==> src/rtl/icache_direct_if.sv <==
// Fetch-side and memory-side signals of icache_direct.
// slave: the cache; master: the fetch stage plus the memory controller.
interface icache_direct_if;
  logic        imemREN;
  logic [31:0] imemaddr;
  logic        flush;
  logic        ihit;
  logic [31:0] imemload;
  logic        iREN;
  logic [31:0] iaddr;
  logic        iwait;
  logic [31:0] iload;

  modport slave (
    input  imemREN, imemaddr, flush, iwait, iload,
    output ihit, imemload, iREN, iaddr
  );

  modport master (
    output imemREN, imemaddr, flush, iwait, iload,
    input  ihit, imemload, iREN, iaddr
  );
endinterface

==> src/rtl/icache_direct.sv <==
// Direct-mapped, read-only instruction cache, one word per frame.
// Optional hit/miss counters are built when ICACHE_STATS_EN is defined.
module icache_direct #(
  parameter int unsigned SETS = 16
) (
  input  logic CLK,
  input  logic nRST,
`ifdef ICACHE_STATS_EN
  output logic [31:0] hit_count,
  output logic [31:0] miss_count,
`endif
  icache_direct_if.slave bus
);

  localparam int unsigned IDX_W = $clog2(SETS);
  localparam int unsigned TAG_W = 30 - IDX_W;

  typedef enum logic {IDLE, FETCH} state_t;

  state_t            state, state_n;
  logic [SETS-1:0]   valid_q;
  logic [TAG_W-1:0]  tag_q  [SETS];
  logic [31:0]       data_q [SETS];
  logic [31:0]       miss_addr;

  logic [IDX_W-1:0]  req_idx, fill_idx;
  logic [TAG_W-1:0]  req_tag, fill_tag;
  logic              lookup_hit;
  logic              hit_c, miss_start, fill_en, iren_c;
  logic [31:0]       iaddr_c, load_c;
  logic              unused_byte_offset;

  assign req_idx            = bus.imemaddr[IDX_W+1:2];
  assign req_tag            = bus.imemaddr[31:IDX_W+2];
  assign fill_idx           = miss_addr[IDX_W+1:2];
  assign fill_tag           = miss_addr[31:IDX_W+2];
  assign unused_byte_offset = ^bus.imemaddr[1:0];

  assign lookup_hit = valid_q[req_idx] && (tag_q[req_idx] == req_tag);

  // State register
  always_ff @(posedge CLK or negedge nRST) begin
    if (!nRST) state <= IDLE;
    else       state <= state_n;
  end

  // Next state, lookup and memory request; flush outranks hit, miss and fill
  always_comb begin
    state_n    = state;
    hit_c      = 1'b0;
    miss_start = 1'b0;
    fill_en    = 1'b0;
    iren_c     = 1'b0;
    iaddr_c    = 32'h0;
    case (state)
      IDLE: begin
        hit_c      = bus.imemREN && lookup_hit && !bus.flush;
        miss_start = bus.imemREN && !lookup_hit && !bus.flush;
        if (miss_start) state_n = FETCH;
      end
      FETCH: begin
        iren_c  = 1'b1;
        iaddr_c = miss_addr;
        if (bus.flush) begin
          state_n = IDLE;
        end else if (!bus.iwait) begin
          fill_en = 1'b1;
          state_n = IDLE;
        end
      end
      default: state_n = IDLE;
    endcase
  end

  assign load_c = hit_c ? data_q[req_idx] : 32'h0;

  assign bus.ihit     = hit_c;
  assign bus.imemload = load_c;
  assign bus.iREN     = iren_c;
  assign bus.iaddr    = iaddr_c;

  // Word-aligned miss address, held for the whole fetch
  always_ff @(posedge CLK or negedge nRST) begin
    if (!nRST)           miss_addr <= 32'h0;
    else if (miss_start) miss_addr <= {bus.imemaddr[31:2], 2'b00};
  end

  // Frame storage; a fill overwrites its frame unconditionally
  always_ff @(posedge CLK or negedge nRST) begin
    if (!nRST) begin
      valid_q <= '0;
      for (int i = 0; i < int'(SETS); i++) begin
        tag_q[i]  <= '0;
        data_q[i] <= 32'h0;
      end
    end else if (bus.flush) begin
      valid_q <= '0;
    end else if (fill_en) begin
      valid_q[fill_idx] <= 1'b1;
      tag_q[fill_idx]   <= fill_tag;
      data_q[fill_idx]  <= bus.iload;
    end
  end

`ifdef ICACHE_STATS_EN
  // Free-running statistics, cleared only by reset
  always_ff @(posedge CLK or negedge nRST) begin
    if (!nRST) begin
      hit_count  <= 32'h0;
      miss_count <= 32'h0;
    end else begin
      hit_count  <= hit_count + 32'(hit_c);
      miss_count <= miss_count + 32'(miss_start);
    end
  end
`endif

endmodule
==> src/flat_wrapper.sv <==
// flat-port wrapper written by rule: the top's interface ports become plain ports
module icache_direct_flat 
#(
  parameter int unsigned SETS = 16
)
  (CLK, nRST, bus_imemREN, bus_imemaddr, bus_flush, bus_iwait, bus_iload, bus_ihit, bus_imemload, bus_iREN, bus_iaddr);
  icache_direct_if bus_i ();
  input  logic CLK;
  input  logic nRST;
  input wire logic [$bits(bus_i.imemREN)-1:0] bus_imemREN;
  input wire logic [$bits(bus_i.imemaddr)-1:0] bus_imemaddr;
  input wire logic [$bits(bus_i.flush)-1:0] bus_flush;
  input wire logic [$bits(bus_i.iwait)-1:0] bus_iwait;
  input wire logic [$bits(bus_i.iload)-1:0] bus_iload;
  output wire logic [$bits(bus_i.ihit)-1:0] bus_ihit;
  output wire logic [$bits(bus_i.imemload)-1:0] bus_imemload;
  output wire logic [$bits(bus_i.iREN)-1:0] bus_iREN;
  output wire logic [$bits(bus_i.iaddr)-1:0] bus_iaddr;
  assign bus_i.imemREN = bus_imemREN;
  assign bus_i.imemaddr = bus_imemaddr;
  assign bus_i.flush = bus_flush;
  assign bus_i.iwait = bus_iwait;
  assign bus_i.iload = bus_iload;
  assign bus_ihit = bus_i.ihit;
  assign bus_imemload = bus_i.imemload;
  assign bus_iREN = bus_i.iREN;
  assign bus_iaddr = bus_i.iaddr;
  icache_direct #(.SETS(SETS)) u_core (.CLK(CLK), .nRST(nRST), .bus(bus_i));
endmodule
==> config.mk <==
export PLATFORM = sky130hd
export DESIGN_NAME = icache_direct_flat
export DESIGN_NICKNAME = d
export VERILOG_FILES = /design/src/rtl/icache_direct_if.sv /design/src/rtl/icache_direct.sv /design/src/flat_wrapper.sv
export SDC_FILE = /design/constraint.sdc
export NUM_CORES = 1
export LEC_CHECK = 0
export BUFFER_PORTS_ARGS = -buffer_cell sky130_fd_sc_hd__buf_2
export CAP_MARGIN = 20
export CORE_ASPECT_RATIO = 1.25
export CORE_MARGIN = 2
export CORE_UTILIZATION = 38
export DETAILED_ROUTE_END_ITERATION = 6
export GPL_TIMING_DRIVEN = 0
export SLEW_MARGIN = 20
export SYNTH_ARGS = -nofsm -noshare
export SYNTH_HDL_FRONTEND = slang
export SYNTH_SLANG_ARGS = --single-unit
==> constraint.sdc <==
create_clock -name CLK -period 4.9 [get_ports CLK]
set_input_delay 0.98 -clock CLK [delete_from_list [all_inputs] [get_ports CLK]]
set_output_delay 0.98 -clock CLK [all_outputs]
set_load 0.01 [all_outputs]
### Yosys cells after proc, flatten, opt, wreduce, memory -nomap -nowiden

Index checks and enable logic that the tools add are counted.

* magnitude comparators: 6
* equal/unequal tests: 1
* mux-type cells: 30
* bitwise logic cells: 5
* reductions and logical operators: 11

Operator list (number)
* 512-bit bitwise mux: 1
* 416-bit bitwise mux: 1
* 32-bit two-way mux: 5
* 32-bit binary-select mux with 4-bit select: 1
* 32-bit demux with 4-bit select: 1
* 26-bit binary-select mux with 4-bit select: 1
* 26-bit demux with 4-bit select: 1
* 26-bit two-way mux: 3
* 16-bit two-way mux: 2
* 26-bit equality test: 1
* 16-bit bitwise OR: 1
* 1-bit two-way mux: 11
* 5-bit greater-or-equal comparator, second input constant: 2
* 4-bit by 5-bit less-than comparator with 1-bit output, second input constant: 2
* 4-bit NOT with 5-bit output: 2
* 1-bit logical AND: 7
* 5-bit by 1-bit less-than comparator with 1-bit output, second input constant: 1
* 1-bit binary-select mux with 4-bit select: 1
* 1-bit demux with 4-bit select: 1
* 4-bit by 1-bit greater-or-equal comparator with 1-bit output, second input constant: 1
* 1-bit logical NOT: 2
* 1-bit NOT: 2
* 1-bit one-hot mux with 2 select lines: 1
* 2-bit AND reduction: 1
* 2-bit nonzero test: 1

* register bits: 975
* output and inout port bits: 66
* word-level logic and storage cells: 88

### Longest topological paths before layout

Gate-level depths: netlist of the first run.

* depth in word-level cells: 11
* mapped depth: 15
* gate-level depth less buffers: 9

### Worst setup path after synthesis of the first run

Ideal clock, no wire load.

* path type: input -> output
* from: input port bus_imemaddr[5]
* to: output port bus_imemload[10]
* data arrival time: 4077 ps
* data required time: 3920 ps
* path slack: -157 ps
* stages: 12
* path buffers: 4
* cell sequence: buf_2 > buf_1 > clkbuf_1 > nor2_1 > a221oi_1 > mux2_2 > a32oi_1 > nand4_1 > or4_1 > or2_1 > buf_2 > nor2b_1

* cells in the longest elaborated chain, start to end: 10

Ends and longest elaborated chain
* from (decl): RTL line flat_wrapper.sv:11 `input wire logic [$bits(bus_i.imemaddr)-1:0] bus_imemaddr;`
* 4-bit NOT with 5-bit output (not written as such): RTL line icache_direct.sv:39, icache_direct.sv:75
* 26-bit binary-select mux with 4-bit select: RTL line icache_direct.sv:39 `assign lookup_hit = valid_q[req_idx] && (tag_q[req_idx] == req_tag);`
* 26-bit two-way mux (not written as such) (2 in a row): RTL line icache_direct.sv:39
* 26-bit equality test: RTL line icache_direct.sv:39
* 1-bit logical AND: RTL line icache_direct.sv:39
* 1-bit logical AND (2 in a row): RTL line icache_direct.sv:57 `hit_c = bus.imemREN && lookup_hit && !bus.flush;`
* 1-bit two-way mux: RTL line icache_direct.sv:55 `case (state)`
* 32-bit two-way mux *: RTL line icache_direct.sv:75 `assign load_c = hit_c ? data_q[req_idx] : 32'h0;`
* to (decl): RTL line flat_wrapper.sv:16 `output wire logic [$bits(bus_i.imemload)-1:0] bus_imemload;`

Mark *: on every way between the ends. The rest lies on a longest branch, timed or not. The select of a mux whose other input is x is not followed.

### Worst setup path in the final report of the first run

* from: input port bus_imemaddr[3]
* to: output port bus_imemload[14]

Same word-level chain as after synthesis.

==> reports/metrics.yaml, run 1 <==
place_congestion: 0.793
dieArea_mm2: 0.120
netlist_area_mm2: 0.0444
maxSlewHeadroom_pct: 18.7
required_ns: 3.92
grt_setup_unrepaired: "yes"
hold_viol_final: 0
fp.dieH_um: 386
die_w_um: 310
design_area_mm2: 0.0523
crit_chain: "buf_8 -> buf_12 -> buf_16 -> buf_12 -> mux4_2 -> xnor2_4 -> a21oi_2 -> nor4_1 -> nand4_1 -> or4_4 -> or4_4 -> or2_4 -> buf_12 -> nor2b_4 -> buf_6"
synth_edf_count: 0
start_util_pct: 38.2
reg2reg_from: "u_core.state$_DFF_PN0_"
hold_class: "in -> async"
placed_cell_area_mm2: 0.0473
synth-warning-count: 0
num_io_pins: 135
ant_nets: 0
core_mm2: 0.116
antenna_found_initial: 14
cts_tree: "built"
drc: 0
p_leak_nw: 24.6
route.vias.total: 25807
cp-end-kind: "output port"
synth_top_area_cell: "dfrtp_1"
cts_num_sinks: 975
worstSetupPathType: "in -> out"
ys.flop_type: "dfrtp_1"
routed_wirelength_um: 130000
power_density_mw_per_mm2: 423
synthCells: 2789
crit_arrival_ns: 4.81
fin_crit_sh_pct: 118
nFillCells: 10420
clk_pin_slew_ns: 0.06
start_kind: "input port"
syn_area_per_cell_um2: 15.9
skew_ns: 0.0309
synth_cell_types: 47
report.final.slew_viol_count: 0
htree_levels: 3
portBuffers: 126
ys_ff_latch: 975
finalNetCount: 3129
cp-startpoint: "bus_imemaddr[3]"
yosys.area.top_type_share_pct: 54.9
grt_pass1_wl_um: 190000
cpMostUsedCell: "buf_12"
firstDrtPassIters: 5
fin_ws_ns: -0.887
status: "finished, violations left"
cts_buffers: 102
peakVddDrop_v: 0.000277
worst_pin_slew_ns: 1.22
dp_hpwl_um: 84500
synth.area.top_cells: "dfrtp_1 55%, mux2_2 24%, mux4_2 12%"
first_iter_violations: 1889
cts_root_buf: "clkbuf_16"
setup-violations-final: 33
critPathSlowestCell: "or4_4"
grt_max_degree: 130
fin_crit_ns: 5.79
viasPerCell: 5.47
yosysSeqAreaShare_pct: 54.9
slowest_delay_ns: 0.61
area_growth_pct: 17.6
violations: "setup timing"
cap_violations: 0
clock_path_buffers: 3
critical_path.max_fanout: 8
wl_per_cell_um: 27.5
grt_use_total_pct: 22.0
clk_latency_ns: 0.71
async_flop_share_pct: 100
timing.fmax_mhz: 173
grt_pass1_vias: 27181
finalPower_mw: 22.1
placementRows: 140
drive_gt1_share_pct: 54.0
overflow: 0
-- cell usage in the layout, fill, tap and decap left out, types with 5 or more instances in the layout --
master,instances
buf_2,114
xor2_1,15
buf_16,16
nand2b_1,10
a221oi_1,8
mux4_2,243
buf_4,33
xnor2_1,17
mux2_2,947
buf_6,31
nor2b_4,21
a21oi_1,15
clkbuf_1,120
clkbuf_2,20
buf_12,17
dfrtp_1,975
buf_1,53
clkinv_2,32
diode_2,6
o22ai_1,8
mux2i_1,64
inv_1,11
o21ai_0,6
clkbuf_8,27
clkbuf_16,103
mux2_4,29
bufinv_16,12
nor2_1,28
buf_8,9
nor3_1,5
xnor2_4,5
nor2b_1,20
a211oi_1,7
and2_1,33
nand2_1,23
-- path summary, 6_finish.rpt --
path | endpoint | slack (ns) | cells past startpoint
hold reg to reg | u_core.valid_q[9]$_DFFE_PN0P_ | 0.50 | 2
setup reg to reg | u_core.data_q[408]$_DFFE_PN0P_ | 0.96 | 7
setup / recovery | bus_imemload[14] | -0.89 | 15
hold / removal | u_core.data_q[407]$_DFFE_PN0P_ | 0.21 | 1
min in group CLK | u_core.valid_q[9]$_DFFE_PN0P_ | 0.50 | 2
max in group asynchronous | u_core.data_q[357]$_DFFE_PN0P_ | 2.23 | 5
-- registers in the layout, indices dropped and copies added, names as in the netlist --
| signal | flops |
|---|---|
| u_core.valid_q | 16 |
| u_core.state | 1 |
| u_core.tag_q | 416 |
| u_core.data_q | 512 |
| u_core.miss_addr | 30 |
-- per-stage QoR --
| stage | setup TNS (ns) | hold WS [ns] | cells | worst slack, ns | utilization, % |
|---|---|---|---|---|---|
| 3_5_place_dp | -105.08 | 0.484 | 4487 | -2.65 | 40.7 |
| 3_3_place_gp | - | 0.476 | 4478 | -19.03 | 40.5 |
| 5_1_grt | -26.26 | 0.230 | 4711 | -0.882 | 44.9 |
| 2_1_floorplan | -0.386 | 0.461 | 2790 | -0.0142 | - |
| 4_1_cts | -24.56 | 0.194 | 4699 | -0.831 | 44.6 |
| 6_report | -26.18 | 0.211 | 4716 | -0.887 | 44.9 |
-- cells in the mapped netlist, types with 2 or more instances --
cell,number
dfrtp_1,975
mux2_2,947
mux4_2,243
clkbuf_1,134
mux2i_1,69
buf_1,59
nor2b_1,44
and2_1,33
buf_2,32
nor2_1,30
mux2_4,29
xnor2_1,26
nand2_1,23
a21oi_1,16
xor2_1,16
buf_4,13
inv_1,12
a221oi_1,10
nand2b_1,10
o22ai_1,9
a211oi_1,7
o21ai_0,7
buf_6,5
nor3_1,5
and3_1,4
o211ai_1,4
nand3_1,3
nand4_1,3
nor4_1,2
or4_1,2
-- final cells by class --
| class | instances | area (µm²) | share of cell area (%) |
|---|---|---|---|
| multi-input combinational | 1560 | 19400 | 37.0 |
| tap | 1562 | 1950 | 3.74 |
| inverter | 12 | 45.0 | 0.0862 |
| clock inverter | 55 | 656 | 1.25 |
| timing repair buffer | 167 | 1410 | 2.71 |
| buffer | 242 | 1470 | 2.82 |
| clock buffer | 137 | 2940 | 5.63 |
| sequential | 975 | 24400 | 46.7 |
| antenna | 6 | 15.0 | 0.0287 |
-- metal layers --
metal,global-route usage [%],wire length [µm]
met5,0,88
met4,6.97,3220
met2,36.8,64700
met3,3.53,6280
met1,29.3,55400
-- what timing repair did --
item                       in CTS  in global routing
setup endpoints to repair      63                 33
hold buffers                    0                  0
resized for setup             165                 60
pin swaps                      14                 20
setup buffers                  18                 10
gates cloned                    3                  1
-- report_power, final --
group / switching (mW) / internal [mW]
sequential: 0.776 / 9.48
combinational: 1.43 / 2.09
clock: 3.43 / 4.87
-- logic make-up after synthesis --
logic type / count (synthesis) / synth area share [%]
AND/OR/NAND/NOR: 165 / 2.03
flip-flops: 975 / 54.9
multiplexers: 1288 / 38.8
XOR/XNOR: 42 / 0.828
buffers and inverters: 255 / 2.44
AO/OA/AOI/OAI: 63 / 0.960
other: 1 / 0.00844
-- worst max-delay path: cells and delay by family --
kind / cells / cell delay, ns
XOR/XNOR: 1 / 0.27
AO/OA/AOI/OAI: 1 / 0.09
AND/OR/NAND/NOR: 6 / 2.16
buffers and inverters: 6 / 0.90
multiplexers: 1 / 0.35
Note: power is estimated with default switching activity, not from simulation.
==> run 2, diff against run 1 <==
--- a/config.mk
+++ b/config.mk
@@ -12,6 +12,7 @@
 export CORE_UTILIZATION = 38
 export DETAILED_ROUTE_END_ITERATION = 6
 export GPL_TIMING_DRIVEN = 0
+export SETUP_SLACK_MARGIN = 0.4
 export SLEW_MARGIN = 20
 export SYNTH_ARGS = -nofsm -noshare
 export SYNTH_HDL_FRONTEND = slang
==> run 2 against run 1 <==
Against the previous run:
- the run still ends with setup timing left
- sequential cell count unchanged
- clock power decreased by 3.9%
- die area unchanged
- wire length decreased by 0.34%
- total power decreased by 1.5%
- hold slack got worse by 0.13 ns
- critical path depth increased by 4
- sequential power about the same
- maximum frequency increased by 1.8%
==> reports/metrics.yaml, run 2 (synthesized netlist as in run 1, its figures left out) <==
status: "finished, violations left"
violations: "setup timing"
fin_crit_sh_pct: 116
p_leak_nw: 24.5
fin_cells: 4708
cpMostUsedCell: "buf_12"
die_w_um: 310
mostFrequentLayoutCell: "dfrtp_1"
largest_reg_flops: 512
place_congestion: 0.814
start_util_pct: 38.2
fin_ws_ns: -0.784
worst_pin_slew_ns: 1.25
pre_cts_ws_ns: -2.09
viasPerCell: 5.46
htree_levels: 3
peakVddDrop_v: 0.000254
whs_ns: 0.0771
grt_use_met3_pct: 3.16
hold_class: "in -> async"
report.final.slew_viol_count: 0
area_growth_pct: 17.6
critPathSlowestCell: "or4_4"
grt_max_degree: 133
critical_path.max_fanout: 10
hold_viol_final: 0
clock_path_buffers: 3
top_register: "u_core.data_q"
portBuffers: 126
crit_buf_inv: 11
timing.fmax_mhz: 176
reg.largest.list: "u_core.data_q x512, u_core.tag_q x416, u_core.miss_addr x30"
grt_pass1_wl_um: 191000
setup-violations-final: 33
nFillCells: 10477
ff_latch_area_mm2: 0.0244
crit_arrival_ns: 4.70
cp-startpoint: "bus_imemaddr[4]"
placed_cell_area_mm2: 0.0477
clk_pin_slew_ns: 0.06
overflow: 0
required_ns: 3.92
crit_family: "buffers and inverters"
place_inst: 4489
crit_chain: "buf_12 -> buf_12 -> buf_4 -> buf_12 -> buf_8 -> buf_8 -> clkbuf_2 -> mux2i_1 -> nor2_1 -> a21oi_1 -> xor2_1 -> nand4_1 -> or4_4 -> or2_4 -> buf_12 -> buf_12 -> buf_16 -> nor2b_4 -> buf_6"
drive_gt1_share_pct: 53.5
dp_hpwl_um: 84000
clk_latency_ns: 0.71
placementRows: 140
worstSetupPathType: "in -> out"
first_iter_violations: 1593
maxSlewHeadroom_pct: 16.9
power_density_mw_per_mm2: 416
core_mm2: 0.116
grt_use_total_pct: 22.1
multiInputGateArea_mm2: 0.0194
fin_crit_ns: 5.68
firstDrtPassIters: 5
grt_setup_unrepaired: "yes"
slowest_delay_ns: 0.53
start_kind: "input port"
grt_pass1_vias: 27523
cap_violations: 0
drc: 0
reg2reg_from: "u_core.state$_DFF_PN0_"
wl_per_cell_um: 27.4
antenna_found_initial: 12
finalPower_mw: 21.8
dieArea_mm2: 0.120
grt.busiest_layer: "met2"
cts_num_sinks: 975
finish.utilization_pct: 44.9
finalSetupTns_ns: -24.53
finalNetCount: 3130
grtUsageMet1_pct: 28.9
cts_root_buf: "clkbuf_16"
design_area_mm2: 0.0523
num_io_pins: 135
cts_buffers: 102
routed_wirelength_um: 129000
ant_nets: 0
skew_ns: 0.0407
cts_tree: "built"
fp.dieH_um: 386
layout_common_cells: "975 x dfrtp_1, 947 x mux2_2, 243 x mux4_2, 143 x clkbuf_1, 105 x clkbuf_16"
cp-end-kind: "output port"
grt_use_met2_pct: 37.5
route.vias.total: 25724
==> run 2: cell count changes in the layout (fill, tap and decap cells not counted), sizes merged <==
| cell | delta |
|---|---|
| diode | -3 |
| inv | -8 |
| bufinv | -5 |
| buf | +1 |
| bufbuf | -1 |
| clkinvlp | -1 |
| clkbuf | +22 |
| clkinv | -13 |
==> run 2: what timing repair did <==
action | 4_1_cts | 5_1_grt
gates cloned | 2 | 0
setup endpoints to repair | 62 | 36
gates resized for setup | 164 | 21
buffers inserted | 25 | 3
pin swaps | 14 | 5
hold buffers | 0 | 0
==> run 2: worst register-to-register path: cells and delay by family, from the launching register on <==
kind	cells	cell delay [ns]
muxes	1	0.42
DFF	1	0.52
and+or+nand+nor	4	1.27
buffers and inverters	2	1.68
==> run 2: power by group <==
part / internal [mW] / switching (mW)
sequential: 9.49 / 0.776
clock: 4.66 / 3.32
combinational: 2.09 / 1.43
total: 16.2 / 5.53
==> run 2: cell type report <==
type | count | area share, %
clock inverters | 28 | 0.684
repair buffers | 167 | 2.91
well taps | 1562 | 3.74
plain buffers | 243 | 2.89
inverters | 12 | 0.0957
clock buffers | 158 | 5.87
diodes | 3 | 0.0144
flip-flops and latches | 975 | 46.7
multi-input cells | 1560 | 37.1
==> run 2: path summary, 6_finish.rpt <==
kind	end	slack [ns]	depth (start not counted)
setup / recovery	bus_imemload[19]	-0.78	19
hold / removal	u_core.data_q[212]$_DFFE_PN0P_	0.08	1
setup reg to reg	u_core.data_q[442]$_DFFE_PN0P_	0.88	7
hold reg to reg	u_core.tag_q[5]$_DFFE_PN0P_	0.50	1
max in group asynchronous	u_core.tag_q[246]$_DFFE_PN0P_	2.32	5
min in group CLK	u_core.tag_q[5]$_DFFE_PN0P_	0.50	1
==> run 2: layer usage <==
layer	wire (µm)	part of all wire, %	up-vias
li1	-	-	10876
met1	54600	42	14015
met2	64700	50	607
met3	5640	4.4	220
met4	4230	3.3	6
met5	41	0.032	-
==> run 3, diff against run 2 <==
--- a/config.mk
+++ b/config.mk
@@ -9,7 +9,7 @@
 export CAP_MARGIN = 20
 export CORE_ASPECT_RATIO = 1.25
 export CORE_MARGIN = 2
-export CORE_UTILIZATION = 38
+export CORE_UTILIZATION = 40
 export DETAILED_ROUTE_END_ITERATION = 6
 export GPL_TIMING_DRIVEN = 0
 export SETUP_SLACK_MARGIN = 0.4
==> run 3 against run 2 <==
Against the previous run:
- the run still ends with setup timing left
- critical endpoint is now bus_imemload[31]
- utilization increased by 2.3 points
- count of clock-buffer cells in the layout increased by 3
- hold slack improved by 0.16 ns
- cell area decreased by 0.56%
- sequential power about the same
- combinational power increased by 1%
- sequential cell count unchanged
- critical path type unchanged
- cell count decreased by 2.5%
- first-iteration DRC count increased by 3.2%
==> reports/metrics.yaml, run 3 (synthesized netlist as in run 1, its figures left out) <==
finish.utilization_pct: 47.2
antenna_found_initial: 12
fin_ws_ns: -0.836
wl_per_cell_um: 28.9
grt_max_degree: 146
dieArea_mm2: 0.114
setup.worst_path.end: "bus_imemload[31]"
crit_arrival_ns: 4.76
required_ns: 3.92
cp-startpoint: "bus_imemaddr[3]"
fp.dieH_um: 377
fin_crit_ns: 5.74
die_w_um: 302
clk_latency_ns: 0.69
setup-violations-final: 33
cts_num_sinks: 975
portBuffers: 126
grt_pass1_vias: 28874
pre_cts_ws_ns: -1.83
route.vias.total: 26127
fin_cells: 4589
first_iter_violations: 1644
maxSlewHeadroom_pct: 14.0
top_register: "u_core.data_q"
place_congestion: 0.853
start_util_pct: 40.4
grt_setup_unrepaired: "yes"
cts_buffers: 102
cts_tree: "built"
reg2reg_from: "u_core.miss_addr[5]$_DFFE_PN0P_"
rr_worst_depth: 6
reg.largest.list: "u_core.data_q x512, u_core.tag_q x416, u_core.miss_addr x30"
status: "finished, violations left"
routed_wirelength_um: 133000
num_io_pins: 135
hold_class: "in -> async"
cp-end-kind: "output port"
skew_ns: 0.0504
mostFrequentLayoutCell: "dfrtp_1"
hold_viol_final: 0
worstSetupPathType: "in -> out"
start_kind: "input port"
htree_levels: 3
power_density_mw_per_mm2: 414
placementRows: 136
layout_common_cells: "975 x dfrtp_1, 947 x mux2_2, 243 x mux4_2, 145 x clkbuf_1, 112 x buf_2"
largest_reg_flops: 512
p_leak_nw: 24.4
core_mm2: 0.110
cap_violations: 0
drive_gt1_share_pct: 53.5
overflow: 0
viasPerCell: 5.69
worstReg2RegEnd: "u_core.data_q[442]$_DFFE_PN0P_"
dp_hpwl_um: 87400
grt_pass1_wl_um: 196000
critical_path.max_fanout: 10
finalNetCount: 3130
cts_root_buf: "clkbuf_16"
report.final.slew_viol_count: 0
timing.fmax_mhz: 174
fin_crit_sh_pct: 117
violations: "setup timing"
reg2reg_setup_slack_ns: 0.95
clock_path_buffers: 3
peakVddDrop_v: 0.000301
grt_use_total_pct: 23.7
area_growth_pct: 17.0
ant_nets: 0
place_inst: 4372
firstDrtPassIters: 5
worst_pin_slew_ns: 1.29
drc: 0
clk_pin_slew_ns: 0.06
-- run 3: cell count changes in the layout (fill, tap and decap cells not counted), sizes merged --
cell           previous run  this run
buf                     274       273
bufbuf                    0         1
bufinv                    7         2
clkbuf                  294       296
clkdlybuf4s15             0         1
clkinv                   21        12
inv                      11        16
-- run 3: area by class of cell --
| cell class | instances | area (µm²) |
|---|---|---|
| multi-input cells | 1560 | 19500 |
| plain buffers | 243 | 1480 |
| clock buffers | 161 | 3050 |
| inverters | 12 | 45.0 |
| well taps | 1449 | 1810 |
| flip-flops and latches | 975 | 24400 |
| fillers | 9484 | 58100 |
| clock inverters | 19 | 210 |
| diodes | 3 | 7.51 |
| repair buffers | 167 | 1520 |
-- run 3: power breakdown --
group	leakage, nW	switching, mW	internal (mW)
logic	9.60	1.47	2.10
registers	13.2	0.813	9.49
clock network	1.60	3.27	4.36
total	24.4	5.55	16.0
-- run 3: per-stage QoR --
step	cell area [µm²]	hold slack (ns)	TNS (ns)	total power, mW
after CTS	51800	0.243	-22.75	21.6
after floorplan	44800	0.461	0	12.7
after global routing	52000	0.262	-25.95	22.4
after detailed placement	47500	0.487	-84.90	13.9
final	52000	0.238	-24.69	21.5
after global placement	47200	0.476	-	13.6
-- run 3: what timing repair did --
action | 4_1_cts | 5_1_grt
cloned | 4 | 0
buffers inserted | 20 | 9
hold buffers | 0 | 0
setup endpoints to repair | 81 | 72
resized for setup | 159 | 24
pin swaps | 9 | 8
-- run 3: how the worst min path moves through the flow --
stage	end	slack [ns]	cells after the start
finish	u_core.miss_addr[6]$_DFFE_PN0P_	0.24	1
global route	u_core.tag_q[4]$_DFFE_PN0P_	0.26	1
CTS	u_core.tag_q[4]$_DFFE_PN0P_	0.24	1
detailed placement	u_core.data_q[294]$_DFFE_PN0P_	0.49	1
global placement	u_core.valid_q[11]$_DFFE_PN0P_	0.48	2
floorplan	u_core.valid_q[1]$_DFFE_PN0P_	0.46	2
-- run 3: layer usage --
layer  GRT usage (%)  up-vias  routed length [µm]
met1            30.4    14205               53900
met2            40.5      762               67200
met3            3.50      284                6420
met4            8.70        4                5160
li1                -    10872                   -
met5               0        -                  24
-- run 3: critical path, stage by stage --
cell	delay, ns
buf_12	0.09
buf_12	0.11
buf_16	0.14
buf_12	0.11
buf_16	0.17
mux4_2	0.54
mux2i_4	0.18
mux2i_4	0.11
xor2_4	0.21
nor4_4	0.33
nand4_1	0.30
or4_4	0.50
or2_4	0.29
buf_12	0.16
buf_4	0.15
nor2b_4	0.21
buf_6	0.14
